`config.mk`:
```
export PLATFORM = sky130hd
export DESIGN_NAME = amba_axi4lite_txn_tracker
export DESIGN_NICKNAME = d
export VERILOG_FILES = /design/src/rtl/amba_axi4_protocol_checker_pkg.sv /design/src/rtl/amba_axi4lite_wait_counter.sv /design/src/rtl/amba_axi4lite_txn_tracker.sv
export SDC_FILE = /design/constraint.sdc
export NUM_CORES = 1
export LEC_CHECK = 0
export BUFFER_PORTS_ARGS = -buffer_cell sky130_fd_sc_hd__buf_2
export CORE_ASPECT_RATIO = 1.2
export CORE_UTILIZATION = 28
export DETAILED_ROUTE_END_ITERATION = 12
export SETUP_SLACK_MARGIN = 0.5
export SYNTH_ARGS = -nofsm -noshare
export SYNTH_HDL_FRONTEND = slang
export SYNTH_SLANG_ARGS = --single-unit
```
`constraint.sdc`:
```
create_clock -name ACLK -period 10.22 [get_ports ACLK]
set_input_delay 2.044 -clock ACLK [delete_from_list [all_inputs] [get_ports ACLK]]
set_output_delay 2.044 -clock ACLK [all_outputs]
set_load 0.02 [all_outputs]
```
`src/rtl/amba_axi4_protocol_checker_pkg.sv`:
```
`default_nettype none
// ============================================================================
// Package  : amba_axi4_protocol_checker_pkg
// Purpose  : Shared types for the AXI4-Lite monitor blocks (transaction
//            tracker error map and parameter bundle).
// Revision : 1.0 - initial release
// ============================================================================
package amba_axi4_protocol_checker_pkg;

  // Width of the tracker sticky error vector.
  localparam int TRK_ERR_W = 8;

  // Bit positions inside the tracker ERR vector.
  typedef enum logic [2:0] {
    TRK_B_ORPHAN    = 3'd0,
    TRK_R_ORPHAN    = 3'd1,
    TRK_WR_ADDR_OVF = 3'd2,
    TRK_WR_DATA_OVF = 3'd3,
    TRK_RD_OVF      = 3'd4,
    TRK_B_TIMEOUT   = 3'd5,
    TRK_R_TIMEOUT   = 3'd6,
    TRK_RSVD        = 3'd7
  } axi4lite_trk_err_e;

  // Parameter bundle describing one tracker instance.
  typedef struct packed {
    int unsigned max_outstanding;
    int unsigned maxwait;
    int unsigned stat_width;
    logic        enable_watchdog;
  } axi4lite_trk_params_t;

endpackage
`default_nettype wire

```
`src/rtl/amba_axi4lite_wait_counter.sv`:
```
`default_nettype none
// ============================================================================
// Module   : amba_axi4lite_wait_counter
// Purpose  : Response watchdog. Counts cycles a response has been pending,
//            saturating at MAXWAIT; fire marks the cycle the count reaches
//            (or sits at) MAXWAIT.
// Revision : 1.0 - initial release
// ============================================================================
module amba_axi4lite_wait_counter #(
  parameter int MAXWAIT = 16
) (
  input  logic clk,
  input  logic rst,
  input  logic pending,
  input  logic done,
  input  logic clear,
  output logic fire
);

  localparam int                WAIT_W  = $clog2(MAXWAIT + 1);
  localparam logic [WAIT_W-1:0] WAIT_MX = WAIT_W'(MAXWAIT);

  logic [WAIT_W-1:0] cnt_q;
  logic [WAIT_W-1:0] cnt_d;

  // Next wait count: restart when idle, answered or cleared, else saturate up.
  always_comb begin
    cnt_d = cnt_q;
    if (clear || !pending || done) begin
      cnt_d = '0;
    end else if (cnt_q != WAIT_MX) begin
      cnt_d = cnt_q + 1'b1;
    end
  end

  // Firing coincides with the edge that brings the count to MAXWAIT, so a
  // response seen while the count is MAXWAIT-1 is still in time.
  assign fire = (cnt_d == WAIT_MX);

  // Wait count register.
  always_ff @(posedge clk or posedge rst) begin
    if (rst) begin
      cnt_q <= '0;
    end else begin
      cnt_q <= cnt_d;
    end
  end

endmodule
`default_nettype wire

```
`src/rtl/amba_axi4lite_txn_tracker.sv`:
```
`default_nettype none
// ============================================================================
// Module   : amba_axi4lite_txn_tracker
// Purpose  : Passive AXI4-Lite transaction tracker: outstanding counters,
//            response watchdogs, sticky protocol errors and saturating
//            completion / error-response statistics.
// Revision : 1.0 - initial release
// ============================================================================
module amba_axi4lite_txn_tracker
  import amba_axi4_protocol_checker_pkg::*;
#(
  parameter  int MAX_OUTSTANDING = 8,
  parameter  int MAXWAIT         = 16,
  parameter  int STAT_WIDTH      = 32,
  parameter  int ENABLE_WATCHDOG = 1,
  localparam int CNT_W           = $clog2(MAX_OUTSTANDING + 1)
) (
  input  logic                  ACLK,
  input  logic                  ARESET,
  input  logic                  AWVALID,
  input  logic                  AWREADY,
  input  logic                  WVALID,
  input  logic                  WREADY,
  input  logic                  BVALID,
  input  logic                  BREADY,
  input  logic [1:0]            BRESP,
  input  logic                  ARVALID,
  input  logic                  ARREADY,
  input  logic                  RVALID,
  input  logic                  RREADY,
  input  logic [1:0]            RRESP,
  input  logic                  ERR_CLEAR,
  output logic [CNT_W-1:0]      WR_ADDR_OUT,
  output logic [CNT_W-1:0]      WR_DATA_OUT,
  output logic [CNT_W-1:0]      RD_OUT,
  output logic [TRK_ERR_W-1:0]  ERR,
  output logic                  ERR_ANY,
  output logic [STAT_WIDTH-1:0] WR_DONE,
  output logic [STAT_WIDTH-1:0] RD_DONE,
  output logic [STAT_WIDTH-1:0] RESP_ERR
);

  localparam axi4lite_trk_params_t P = '{
    max_outstanding: MAX_OUTSTANDING,
    maxwait:         MAXWAIT,
    stat_width:      STAT_WIDTH,
    enable_watchdog: (ENABLE_WATCHDOG != 0)
  };
  localparam logic [CNT_W-1:0] MAX_CNT = CNT_W'(P.max_outstanding);

  // Bounded up/down step: simultaneous inc+dec cancels, limits hold.
  function automatic logic [CNT_W-1:0] f_bump(input logic [CNT_W-1:0] cur,
                                              input logic inc, input logic dec);
    logic [CNT_W-1:0] nxt;
    nxt = cur;
    if (inc && !dec && (cur != MAX_CNT)) nxt = cur + 1'b1;
    else if (dec && !inc && (cur != '0)) nxt = cur - 1'b1;
    return nxt;
  endfunction

  // Saturating add of 0..2 to a statistics counter.
  function automatic logic [STAT_WIDTH-1:0] f_sat_add(input logic [STAT_WIDTH-1:0] cur,
                                                      input logic [1:0] inc);
    logic [STAT_WIDTH:0] sum;
    sum = {1'b0, cur} + {{(STAT_WIDTH-1){1'b0}}, inc};
    return sum[STAT_WIDTH] ? {STAT_WIDTH{1'b1}} : sum[STAT_WIDTH-1:0];
  endfunction

  logic w_aw_hs, w_w_hs, w_b_hs, w_ar_hs, w_r_hs;
  logic w_b_pend, w_r_pend, w_b_fire, w_r_fire;
  logic [TRK_ERR_W-1:0] w_err_new;
  logic [1:0]           w_resp_inc;
  logic                 w_unused_resp;

  logic [CNT_W-1:0]      wa_q, wa_d, wd_q, wd_d, rd_q, rd_d;
  logic [TRK_ERR_W-1:0]  err_q, err_d;
  logic                  err_any_q;
  logic [STAT_WIDTH-1:0] wr_done_q, wr_done_d, rd_done_q, rd_done_d, resp_err_q, resp_err_d;

  assign w_aw_hs = AWVALID & AWREADY;
  assign w_w_hs  = WVALID  & WREADY;
  assign w_b_hs  = BVALID  & BREADY;
  assign w_ar_hs = ARVALID & ARREADY;
  assign w_r_hs  = RVALID  & RREADY;

  // Only the error class bit of each response matters for statistics.
  assign w_unused_resp = BRESP[0] ^ RRESP[0];

  assign w_b_pend = (wa_q != '0) && (wd_q != '0);
  assign w_r_pend = (rd_q != '0);

  generate
    if (P.enable_watchdog) begin : g_wdog
      amba_axi4lite_wait_counter #(.MAXWAIT(MAXWAIT)) u_b_wait (
        .clk(ACLK), .rst(ARESET), .pending(w_b_pend), .done(w_b_hs),
        .clear(ERR_CLEAR), .fire(w_b_fire)
      );
      amba_axi4lite_wait_counter #(.MAXWAIT(MAXWAIT)) u_r_wait (
        .clk(ACLK), .rst(ARESET), .pending(w_r_pend), .done(w_r_hs),
        .clear(ERR_CLEAR), .fire(w_r_fire)
      );
    end else begin : g_no_wdog
      logic w_unused_pend;
      assign w_unused_pend = w_b_pend ^ w_r_pend;
      assign w_b_fire      = 1'b0;
      assign w_r_fire      = 1'b0;
    end
  endgenerate

  // Next-state for outstanding counters, sticky errors and statistics.
  always_comb begin
    wa_d = f_bump(wa_q, w_aw_hs, w_b_hs);
    wd_d = f_bump(wd_q, w_w_hs,  w_b_hs);
    rd_d = f_bump(rd_q, w_ar_hs, w_r_hs);

    w_err_new                  = '0;
    w_err_new[TRK_B_ORPHAN]    = w_b_hs && ((wa_q == '0) || (wd_q == '0));
    w_err_new[TRK_R_ORPHAN]    = w_r_hs && (rd_q == '0);
    w_err_new[TRK_WR_ADDR_OVF] = w_aw_hs && !w_b_hs && (wa_q == MAX_CNT);
    w_err_new[TRK_WR_DATA_OVF] = w_w_hs  && !w_b_hs && (wd_q == MAX_CNT);
    w_err_new[TRK_RD_OVF]      = w_ar_hs && !w_r_hs && (rd_q == MAX_CNT);
    w_err_new[TRK_B_TIMEOUT]   = w_b_fire;
    w_err_new[TRK_R_TIMEOUT]   = w_r_fire;

    w_resp_inc = {1'b0, w_b_hs & BRESP[1]} + {1'b0, w_r_hs & RRESP[1]};

    if (ERR_CLEAR) begin
      err_d      = '0;
      wr_done_d  = '0;
      rd_done_d  = '0;
      resp_err_d = '0;
    end else begin
      err_d      = err_q | w_err_new;
      wr_done_d  = f_sat_add(wr_done_q,  {1'b0, w_b_hs});
      rd_done_d  = f_sat_add(rd_done_q,  {1'b0, w_r_hs});
      resp_err_d = f_sat_add(resp_err_q, w_resp_inc);
    end
  end

  // State registers; ERR_ANY trails ERR by one cycle.
  always_ff @(posedge ACLK or posedge ARESET) begin
    if (ARESET) begin
      wa_q       <= '0;
      wd_q       <= '0;
      rd_q       <= '0;
      err_q      <= '0;
      err_any_q  <= 1'b0;
      wr_done_q  <= '0;
      rd_done_q  <= '0;
      resp_err_q <= '0;
    end else begin
      wa_q       <= wa_d;
      wd_q       <= wd_d;
      rd_q       <= rd_d;
      err_q      <= err_d;
      err_any_q  <= |err_q;
      wr_done_q  <= wr_done_d;
      rd_done_q  <= rd_done_d;
      resp_err_q <= resp_err_d;
    end
  end

  assign WR_ADDR_OUT = wa_q;
  assign WR_DATA_OUT = wd_q;
  assign RD_OUT      = rd_q;
  assign ERR         = err_q;
  assign ERR_ANY     = err_any_q;
  assign WR_DONE     = wr_done_q;
  assign RD_DONE     = rd_done_q;
  assign RESP_ERR    = resp_err_q;

endmodule
`default_nettype wire
```
# --- Word-level counts from Yosys, hierarchy flattened ---
# Cells that the tools add are included.
word_totals:
  ff_bits: 127
  input_bits: 17
  out_inout_bits: 117
  elab_cells: 97
classes:
  n_addsub: 12
  n_eq_ne: 10
  mux: 17
  bitwise_logic: 8
  n_reduce_logical: 40
op_table:
  columns: ["op", "n"]
  rows:
  - ["32-bit 2-to-1 mux", 6]
  - ["32-bit by 1-bit adder with 33-bit output", 2]
  - ["32-bit by 2-bit adder with 33-bit output", 1]
  - ["4-bit 2-to-1 mux", 6]
  - ["5-bit 2-to-1 mux", 4]
  - ["1-bit logical AND", 18]
  - ["4-bit by 1-bit adder with 4-bit output, second input constant", 3]
  - ["4-bit == test, second input constant", 3]
  - ["4-bit logical NOT", 3]
  - ["4-bit inequality test, second input constant", 3]
  - ["4-bit nonzero test", 3]
  - ["4-bit by 1-bit subtractor with 4-bit output, second input constant", 3]
  - ["5-bit by 1-bit adder with 5-bit output, second input constant", 2]
  - ["5-bit == test, second input constant", 2]
  - ["5-bit inequality test, second input constant", 2]
  - ["8-bit 2-to-1 mux", 1]
  - ["8-bit by 7-bit OR with 8-bit output", 1]
  - ["8-bit OR reduction", 1]
  - ["1-bit bitwise AND", 7]
  - ["1-bit logical NOT", 7]
  - ["2-bit nonzero test", 3]
  - ["1-bit logical OR", 5]
  - ["1-bit by 1-bit adder with 2-bit output", 1]

# --- Depth between registers and ports, before layout ---
# Gate-level depths: netlist (run 1).
logic_depth:
  depth_word: 9
  depth_mapped: 11
  mapped_depth_nobuf: 9

# --- Cells and area by module ---
# Synthesis (run 1) repeated with hierarchy kept, for this count alone.
unflattened:
  hier_cells: 708
  area_unflattened_um2: 6836.6
by_module_without_submodules:
  columns: ["module", "n_inst", "cells_each", "area_each_um2", "seq_area_each_um2"]
  rows:
  - ["amba_axi4lite_txn_tracker", 1, 627, 6119.6, 2902.8]
  - ["amba_axi4lite_wait_counter (g_wdog.u_r_wait)", 1, 40, 361.6, 125.1]
  - ["amba_axi4lite_wait_counter (g_wdog.u_b_wait)", 1, 41, 355.3, 125.1]

# --- Worst setup path after synthesis (run 1) ---
# OpenSTA, ideal clock, no wires.
synth_timing:
  path_kind: "input -> register"
  start: "in BVALID"
  end: "reg wr_done_q[21], in the netlist WR_DONE[21]"
  setup_ns: 0.078
  arrival_ns: 4.034
  t_required_ns: 10.142
  path_slack_ns: 6.108
  stages: 11
  n_path_buf: 2
  path_cell_list: "nand2_1 clkinv_1 ha_1 ha_1 nand3_1 or3_1 clkbuf_1 nor2_1 nand2_1 clkbuf_1 a21oi_1"
synth_via:
  elab_chain_len: 4
synth_lines:
  columns: ["element", "line", "source"]
  rows:
  - ["start: declaration", "amba_axi4lite_txn_tracker.sv:24", "input logic BVALID,"]
  - ["1-bit bitwise AND", "amba_axi4lite_txn_tracker.sv:82", "assign w_b_hs = BVALID & BREADY;"]
  - ["32-bit by 1-bit adder with 33-bit output", "amba_axi4lite_txn_tracker.sv:65", "sum = {1'b0, cur} + {{(STAT_WIDTH-1){1'b0}}, inc};"]
  - ["32-bit 2-to-1 mux", "amba_axi4lite_txn_tracker.sv:66", "return sum[STAT_WIDTH] ? {STAT_WIDTH{1'b1}} : sum[STAT_WIDTH-1:0];"]
  - ["32-bit 2-to-1 mux", "amba_axi4lite_txn_tracker.sv:127", "if (ERR_CLEAR) begin"]
  - ["net wr_done_d[21]", "amba_axi4lite_txn_tracker.sv:78", "logic [STAT_WIDTH-1:0] wr_done_q, wr_done_d, rd_done_q, rd_done_d, resp_err_q, resp_err_d;"]
  - ["end signal: assignment", "amba_axi4lite_txn_tracker.sv:157", "wr_done_q <= wr_done_d;"]
  - ["end: declaration", "amba_axi4lite_txn_tracker.sv:78", null]
# The timed path passes the listed nets, and every way through them passes these cells.
# A chain may end at the register's enable or synchronous reset.

# --- Final worst setup path (run 1) ---
layout_timing:
  start: "in RVALID"
  end: "reg rd_done_q[20], in the netlist RD_DONE[20]"
layout_via:
  elab_chain_len: 4
layout_lines:
  columns: ["element", "line", "source"]
  rows:
  - ["start: declaration", "amba_axi4lite_txn_tracker.sv:29", "input logic RVALID,"]
  - ["1-bit bitwise AND", "amba_axi4lite_txn_tracker.sv:84", "assign w_r_hs = RVALID & RREADY;"]
  - ["32-bit by 1-bit adder with 33-bit output", "amba_axi4lite_txn_tracker.sv:65", null]
  - ["32-bit 2-to-1 mux", "amba_axi4lite_txn_tracker.sv:66", null]
  - ["32-bit 2-to-1 mux", "amba_axi4lite_txn_tracker.sv:127", null]
  - ["net rd_done_d[20]", "amba_axi4lite_txn_tracker.sv:78", null]
  - ["end signal: assignment", "amba_axi4lite_txn_tracker.sv:158", "rd_done_q <= rd_done_d;"]
  - ["end: declaration", "amba_axi4lite_txn_tracker.sv:78", null]
# The timed path passes the listed nets, and every way through them passes these cells.

==> results of run 1 <==
worst max path at each step:
stage	slack, ps	end	depth (start not counted)	from
finish	5470	RD_DONE[20]	10	RVALID
global route	5110	RD_DONE[11]	10	RVALID
CTS	5360	RD_DONE[17]	10	RVALID
detailed placement	4920	RD_DONE[17]	10	RVALID
global placement	4990	RD_DONE[0]	10	RVALID
floorplan	4820	ERR[0]	1	ARESET
power by group through the flow:
stage               Sequential (mW)  Clock (mW)  Combinational (mW)
detailed placement            0.589           0               0.241
global route                  0.588       0.660               0.269
floorplan                     0.617           0               0.141
finish                        0.580       0.621               0.237
CTS                           0.581       0.640               0.242
global placement              0.587           0               0.235
cell type report:
cell class / instances / area share
Timing Repair Buffer: 133 / 0.0823
Sequential cell: 126 / 0.384
Multi-Input combinational cell: 498 / 0.401
Clock buffer: 19 / 0.0552
Tap cell: 315 / 0.0480
Inverter: 25 / 0.0117
Clock inverter: 11 / 0.0174
synth_stat cells (3+ instances only):
cell type  number
and3_1         21
and4_1          4
buf_6           3
ha_1           15
dfrtp_1       126
nand2b_1        4
nand2_1        46
nand3_1        49
o21ai_0         7
clkbuf_1       19
a21oi_1        68
nor2_1         45
a31oi_1         8
mux2i_1         6
mux2_2          9
xor2_1         39
nor2b_1         3
a21o_1          4
xnor2_1        48
nor3b_1         3
nor4_1         11
a21oi_2        20
and2_1          4
nand4_1        20
inv_1          24
buf_2           4
fa_1            4
or3_1           6
nor3_1         29
metrics by stage:
step                instances  hold slack (ps)   util  setup slack (ps)  area [um^2]
finish                   1127              510  0.353              5470         8210
global route             1127              553  0.353              5110         8210
CTS                      1127              514  0.353              5360         8210
detailed placement       1097              504  0.327              4920         7610
global placement         1097              485  0.327              4990         7610
floorplan                 677              544      -              4820         6680
per-layer routing:
metal / GRT usage / part of all wire / vias to the layer above
met5: 0 / 0 / -
met3: 0.0326 / 0.038 / 16
met2: 0.238 / 0.49 / 112
li1: - / - / 2637
met4: 0.0622 / 0.018 / 0
met1: 0.173 / 0.45 / 2670
cell families after synthesis:
family,count (synthesis),share of synthesized area
buf+inv,53,0.0347
mux,17,0.0309
other cells,1,0.000561
xor+xnor,87,0.114
compound gates,120,0.112
flops,126,0.472
fa+ha+maj,19,0.0401
simple gates,254,0.196
state kept, by name, summed over array words and instances (netlist names):
register,flops
ERR,7
ERR_ANY,1
RD_DONE,32
RD_OUT,4
RESP_ERR,32
WR_ADDR_OUT,4
WR_DATA_OUT,4
WR_DONE,32
g_wdog.u_b_wait.cnt_q,5
g_wdog.u_r_wait.cnt_q,5
worst max-delay path, stage by stage:
cell	delay, ps
buf_2	80
nand2_1	150
inv_1	180
ha_1	210
ha_1	250
nand3_1	110
nor4_2	720
and2_1	320
nand2_1	610
a21oi_1	370
==> summary.txt, run 1 <==
Run status
  – Status: finished, final reports clean

Place
  – Gpl congestion: between 0.7 and 0.8
  – IO Port Bufs: 130
  – HPWL Detailed: 11.3 mm

Hold path
  – Hold depth: 2
  – Hold wc startpoint: ERR[0]
  – Hold WC Path Type: reg2reg
  – Worst Hold Path EP: ERR_ANY

Die
  – I/O Pins: 134
  – Core area: 0.0233 mm^2
  – Die height: 171 um
  – Rows: 61
  – Starting Density: 0.287
  – Die Width: 143 um
  – Die Area: about 0.024 mm^2

Finish
  – Area occupied by multi-input gates: 0.00330 mm^2
  – Register area: approximately 0.0032 mm^2
  – # fillers: 2365
  – Layout cells sized above 1: 0.246
  – Ant diodes: 0
  – Synth-to-layout area growth: 22.9%
  – Layout net count: about 840
  – Most frequent cells in the layout: buf_2, dfrtp_1, a21oi_1
  – Commonest non-fill, non-tap cell in the layout: buf_2

Clock tree
  – Htree depth: 4
  – CTS tree: built
  – Clock tree buffer depth: 2
  – CTS Root Cell: clkbuf_16
  – Worst-path clk slew: 50 ps
  – Clock latency on the worst-skew pair: 420 ps
  – Cts repair resizes: 0
  – CTS sink count: 126
  – # hold bufs at CTS: 0
  – TritonCTS Buffers: 17
  – Setup repair bufs after CTS: 0

Global routing
  – Congestion Overflow GR: 0
  – Global-route wire length before repair: 27.0 mm
  – Initial antenna violation count: 0
  – Vias in the first global route: 5371
  – Pin count of the biggest net entering global routing: 67
  – Total GRT Usage: 0.142

Synthesis
  – Post-synth net total: 713
  – Top_reg_cell synth: dfrtp_1
  – Async S/R FF share, synth: 1.00
  – Synthesized instance count: a little under 700
  – Synth area leader: dfrtp_1
  – Avg Cell Area, Syn: 9.87 um^2
  – Cell Area, Synth: 0.00668 mm^2
  – Yosys top cell area share: 0.472
  – Synthesis warning total: 0
  – EDFF count, synth: 0
  – Seq/Total Area, Yosys: 0.472
  – Synthesized flop and latch total: 126
  – Dominant cells by area after synthesis: dfrtp_1, xnor2_1, xor2_1
  – Yosys cell types: 53

Detailed routing
  – Vias per cell: ~4.8
  – Routed WL: 16.6 mm
  – Via count: 5435
  – Routed wire length per instance: approximately 15 um
  – DRT antenna net count: 0
  – Pre-Repair DR Iteration Count: 5
  – DR DRC count: 0
  – 1st-iter DRT viols: 178

Worst setup path
  – Startpoint types: primary input
  – Worst Path Max Fanout: 27
  – R2r endpoint: RD_DONE[20]
  – Endpoint type of the worst setup path: flip-flop
  – R2R Setup Slk: 7190 ps
  – Setup CP Type: in2reg
  – Worst Path Arrival: 5070 ps
  – Reg2Reg Launch Point: RD_DONE[0]
  – Critical Path RT: about 11000 ps
  – R2R depth: 7

Timing
  – RSZ-0062 raised after global routing: false
  – Max Slew Vio Count: 0
  – Final hold vios: 0
  – Slew @ Worst Pin: 1040 ps
  – Fmax: roughly 210 MHz
  – Rel. slew slack: 0.307
  – Clock skew: 11.0 ps
  – Fin crit period: 4750 ps
  – Final worst-path cycle share: 0.465
  – Endpoints failing setup: 0
  – Setup TNS: 0 ps

Power and ir drop
  – NetSw: a little over 0.4 mW
  – Lkg Pwr: about 3.7 nW
  – Clk pwr share: 0.432
  – Int Pwr: 1.03 mW
  – Peak supply drop: 110 uV
  – Register share of total power: 0.403
  – Comb power frac: 0.165
  – Sw Ratio: 0.285
  – Power, Total: 1.44 mW
  – P per Cell Area: 175 mW/mm^2

Flow run
  – MaxCap Viol Count: 0
Note: power is estimated with default switching activity, not from simulation.
==> run 2, diff against run 1 <==
Clock period 10.22 ns to 4.3 ns, I/O delays scaled along.
==> summary.txt, run 2 (same netlist as run 1, synthesis figures left out) <==
Detailed routing
  – Routed wire length per instance: 14.4 um
  – Via count: 5416
  – Pre-Repair DR Iteration Count: 5
  – DR DRC count: 0
  – Routed WL: between 15 and 20 mm
  – Vias per cell: ~4.8
  – 1st-iter DRT viols: 223
  – DRT antenna net count: 0

Timing
  – Final setup margin: 1200 ps
  – Setup TNS: 0 ps
  – RSZ-0062 raised after global routing: false
  – Fin crit period: ~3100 ps
  – Final worst-path cycle share: 0.720
  – Max Slew Vio Count: 0
  – Fmax: 323 MHz
  – Endpoints failing setup: 0
  – Rel. slew slack: 0.430
  – Final hold vios: 0
  – Hold Worst Slack: around 500 ps
  – Slew @ Worst Pin: 854 ps
  – Clock skew: 9.69 ps

Hold path
  – Hold WC Path Type: reg2reg

Power and ir drop
  – NetSw: around 1 mW
  – Sw Ratio: 0.299
  – Int Pwr: around 2.4 mW
  – P per Cell Area: 410 mW/mm^2
  – Clk pwr share: 0.428
  – Peak supply drop: 251 uV
  – Lkg Pwr: 3.72 nW
  – Comb power frac: 0.166
  – Register share of total power: 0.406

Finish
  – Commonest non-fill, non-tap cell in the layout: buf_2
  – Layout net count: 844
  – Layout cells sized above 1: 0.253
  – Final Non-Filler Cells: 1136
  – Most frequent cells in the layout: buf_2, dfrtp_1, a21oi_1
  – Ant diodes: 0
  – Synth-to-layout area growth: 23.8%

Die
  – Die Area: 0.0245 mm^2
  – Rows: 61
  – Core area: 0.0233 mm^2
  – Die Width: 143 um
  – Die height: about 170 um
  – Starting Density: 0.287
  – I/O Pins: between 100 and 150

Place
  – Gpl congestion: between 0.7 and 0.8
  – HPWL Detailed: 11.3 mm
  – Placement Setup Slack: 764 ps
  – Placed cell count: around 1.1k
  – IO Port Bufs: 130

Clock tree
  – Cts repair resizes: 0
  – Clock latency on the worst-skew pair: 410 ps
  – Htree depth: 4
  – # hold bufs at CTS: 0
  – CTS tree: built
  – Setup repair bufs after CTS: 0
  – Worst-path clk slew: 60 ps
  – CTS Root Cell: clkbuf_16
  – CTS sink count: 126
  – Clock tree buffer depth: 2
  – TritonCTS Buffers: 17

Global routing
  – Vias in the first global route: 5267
  – Pin count of the biggest net entering global routing: 127
  – Global-route wire length before repair: 27.3 mm
  – Congestion Overflow GR: 0
  – Total GRT Usage: 0.142
  – Initial antenna violation count: 0

Worst setup path
  – CP max stage cell: buf_4
  – Critical path's top delay family: simple AND/OR/NAND/NOR gates
  – Setup CP Type: in2reg
  – Worst stage delay on the critical path: between 300 and 400 ps
  – Worst Path Buf+Inv: 4
  – Startpoint types: primary input
  – Worst path cell trace: buf_2 > nand2_1 > inv_1 > ha_1 > ha_1 > nand3_1 > nor4_2 > buf_4 > and2_1 > nand2_1 > buf_4 > a21oi_1
  – Worst Path Arrival: 3420 ps
  – Critical Path RT: 4620 ps
  – Worst Path Max Fanout: 19
  – Endpoint type of the worst setup path: flip-flop

Run status
  – Status: finished, final reports clean

Flow run
  – MaxCap Viol Count: 0
[run 2: changes by cell type in the layout (fill, tap and decap cells not counted), sizes merged]
| cell | change |
|---|---|
| inv | +4 |
| clkinv | +4 |
| clkinvlp | -4 |
| bufinv | -1 |
| clkbuf | -1 |
| buf | +7 |
[run 2: metrics by stage]
step                total power, mW  area [um^2]   util
global placement               1.96         7680  0.330
detailed placement             1.97         7680  0.330
finish                         3.39         8270  0.355
global route                   3.58         8270  0.355
floorplan                      1.80         6680      -
CTS                            3.45         8270  0.355
[run 2: layout make-up]
type | count | area (um^2)
inverter | 25 | 97.6
timing repair buffer | 140 | 741
clock buffer | 18 | 429
sequential | 126 | 3150
fill | 2347 | 15000
multi-input combinational | 498 | 3300
clock inverter | 14 | 158
tap | 315 | 394
[run 2: power groups by stage]
stage	sequential, mW	clock [mW]	combinational (mW)
final	1.38	1.45	0.562
after global routing	1.40	1.54	0.647
after global placement	1.40	0	0.561
after CTS	1.38	1.50	0.574
after floorplan	1.47	0	0.334
after detailed placement	1.40	0	0.571
[run 2: routing by layer]
metal	global-route usage	vias to the layer above	wire, um
met5	0	-	0
met4	0.0528	0	231
met3	0.0284	13	608
met2	0.238	97	7950
met1	0.179	2634	7580
li1	-	2672	-
[run 2: path summary, 6_finish.rpt]
path / from / end / slack (ps) / cells past startpoint
setup reg to reg: RD_DONE[0] / RD_DONE[21] / 1770 / 9
min in group asynchronous: ARESET / RD_OUT[0] / 590 / 3
max in group asynchronous: ARESET / RESP_ERR[31] / 3110 / 3
setup / recovery: RVALID / RD_DONE[21] / 1200 / 12
hold reg to reg: ERR[3] / ERR_ANY / 500 / 2
hold / removal: ERR[3] / ERR_ANY / 500 / 2
[run 2: worst min-delay path: stages, from the launching register on]
cell     delay (ps)
dfrtp_1         360
nor4_1           60
nand2_1          50
==> run 3, diff against run 2 <==
Clock period 4.3 ns to 2.6 ns, I/O delays scaled along.
==> summary.txt, run 3 (same netlist as run 1, synthesis figures left out) <==
Detailed routing
  – Via count: 5517
  – Pre-Repair DR Iteration Count: 4
  – Vias per cell: 4.78
  – 1st-iter DRT viols: 271
  – DRT antenna net count: 0
  – Routed wire length per instance: 14.6 um
  – DR DRC count: 0
  – Routed WL: between 15 and 20 mm

Power and ir drop
  – Power, Total: just under 6 mW
  – Lkg Pwr: 3.89 nW
  – Clk pwr share: 0.427
  – Sw Ratio: 0.290
  – Int Pwr: roughly 4.2 mW
  – P per Cell Area: 671 mW/mm^2
  – Register share of total power: 0.396
  – Comb power frac: 0.177
  – Peak supply drop: 438 uV
  – NetSw: around 1.7 mW

Global routing
  – Global-route wire length before repair: 27.3 mm
  – Total GRT Usage: 0.143
  – Pin count of the biggest net entering global routing: 66
  – Initial antenna violation count: 1
  – Vias in the first global route: 5294
  – Congestion Overflow GR: 0

Die
  – Starting Density: 0.287
  – Rows: 61
  – Die Area: 0.0245 mm^2
  – Die height: 171 um
  – Die Width: around 140 um
  – I/O Pins: 134
  – Core area: 0.0233 mm^2

Timing
  – RSZ-0062 raised after global routing: true
  – Final worst-path cycle share: 0.784
  – Setup TNS: 0 ps
  – Clock skew: 9.85 ps
  – Max Slew Vio Count: 0
  – Hold Worst Slack: 199 ps
  – Fin crit period: 2040 ps
  – Endpoints failing setup: 0
  – Final setup margin: 561 ps
  – Rel. slew slack: 0.634
  – Fmax: roughly 490 MHz
  – Slew @ Worst Pin: 549 ps
  – Final hold vios: 0

Place
  – HPWL Detailed: between 10 and 15 mm
  – Placement Setup Slack: 142 ps
  – IO Port Bufs: 130
  – Placed cell count: between 1k and 1.5k
  – Gpl congestion: 0.753
  – Placed Area: 0.00798 mm^2

Worst setup path
  – Worst Path Arrival: around 2400 ps
  – Critical path's top delay family: compound AO/OA/AOI/OAI gates
  – Reg2Reg Launch Point: RD_OUT[2]
  – Worst path depth: 8
  – Endpoint type of the worst setup path: flip-flop
  – R2R depth: 8
  – R2r endpoint: RD_OUT[3]
  – CP endpoint: RD_OUT[3]
  – Worst stage delay on the critical path: 450 ps
  – Startpoint types: flip-flop
  – Crit path top cell by count: a21o_1
  – Launch point of the worst path: RD_OUT[2]
  – R2R Setup Slk: 560 ps
  – Worst Path Max Fanout: 5
  – Critical Path RT: 2950 ps
  – Worst path cell trace: nor3_4 > a21o_1 > ha_1 > a21o_1 > a21oi_2 > nand2_1 > o32a_1 > mux2i_1
  – Worst Path Buf+Inv: 0
  – Setup CP Type: reg2reg
  – CP max stage cell: dfrtp_2

Run status
  – Status: finished, final reports clean

Finish
  – Most frequent cells in the layout: buf_2, dfrtp_1, a21oi_1
  – Synth-to-layout area growth: 30.6%
  – Layout net count: 861
  – # fillers: approximately 2.3k
  – Final Non-Filler Cells: 1154
  – Register area: 0.00316 mm^2
  – Area occupied by multi-input gates: 0.00354 mm^2
  – Layout cells sized above 1: 0.308
  – Final Instance Area: between 0.008 and 0.009 mm^2
  – Fin util: 0.375
  – Commonest non-fill, non-tap cell in the layout: buf_2

Clock tree
  – CTS Root Cell: clkbuf_16
  – Clock tree buffer depth: 2
  – CTS tree: built
  – # hold bufs at CTS: 0
  – Htree depth: 4
  – TritonCTS Buffers: 17
  – Worst-path clk slew: 60 ps
  – CTS sink count: 126
  – Clock latency on the worst-skew pair: 430 ps

Hold path
  – Hold WC Path Type: in2async

Flow run
  – MaxCap Viol Count: 0
[run 3: changes by cell type in the layout (fill, tap and decap cells not counted), moves of 5 or more]
cell / change
dfrtp_1: -5
inv_6: -5
buf_4: +13
ha_1: -5
dfrtp_2: +5
nor3_1: -5
ha_4: +5
[run 3: layout make-up]
class | count | share of cell area
Multi-Input combinational cell | 498 | 0.405
Sequential cell | 126 | 0.362
Tap cell | 315 | 0.0452
Antenna cell | 1 | 0.000287
Clock buffer | 22 | 0.0544
Timing Repair Buffer | 157 | 0.105
Inverter | 25 | 0.0118
Clock inverter | 10 | 0.0156
[run 3: how the worst min path moves through the flow]
stage	end	slack, ps	cells past startpoint
2_1_floorplan	g_wdog.u_b_wait.cnt_q[4]	540	2
3_3_place_gp	ERR_ANY	490	2
3_5_place_dp	ERR_ANY	500	2
4_1_cts	RD_DONE[1]	220	3
5_1_grt	RESP_ERR[23]	250	3
6_report	RD_DONE[0]	200	3
[run 3: power by group through the flow]
stage               clock (mW)  combinational [mW]  sequential, mW
floorplan                    0               0.571            2.43
global placement             0               0.947            2.32
detailed placement           0               0.973            2.33
CTS                       2.57               0.984            2.31
global route              2.65                1.16            2.34
finish                    2.50                1.03            2.32
[run 3: layer usage]
metal	global-route usage	wire [um]	vias to the layer above
li1	-	-	2694
met1	0.183	7650	2703
met2	0.228	8220	98
met3	0.0315	635	22
met4	0.0683	368	0
met5	0	0	-
[run 3: worst reg2reg max path, cell delays in order (launching register included)]
cell,delay (ps)
dfrtp_2,450
nor3_4,200
a21o_1,200
ha_1,240
a21o_1,190
a21oi_2,180
nand2_1,90
o32a_1,290
mux2i_1,120
[run 3: what timing repair did]
item,CTS,global route
gates cloned,0,0
pin swaps,1,7
buffers inserted,0,8
endpoints found under the setup margin,42,65
resized for setup,5,12
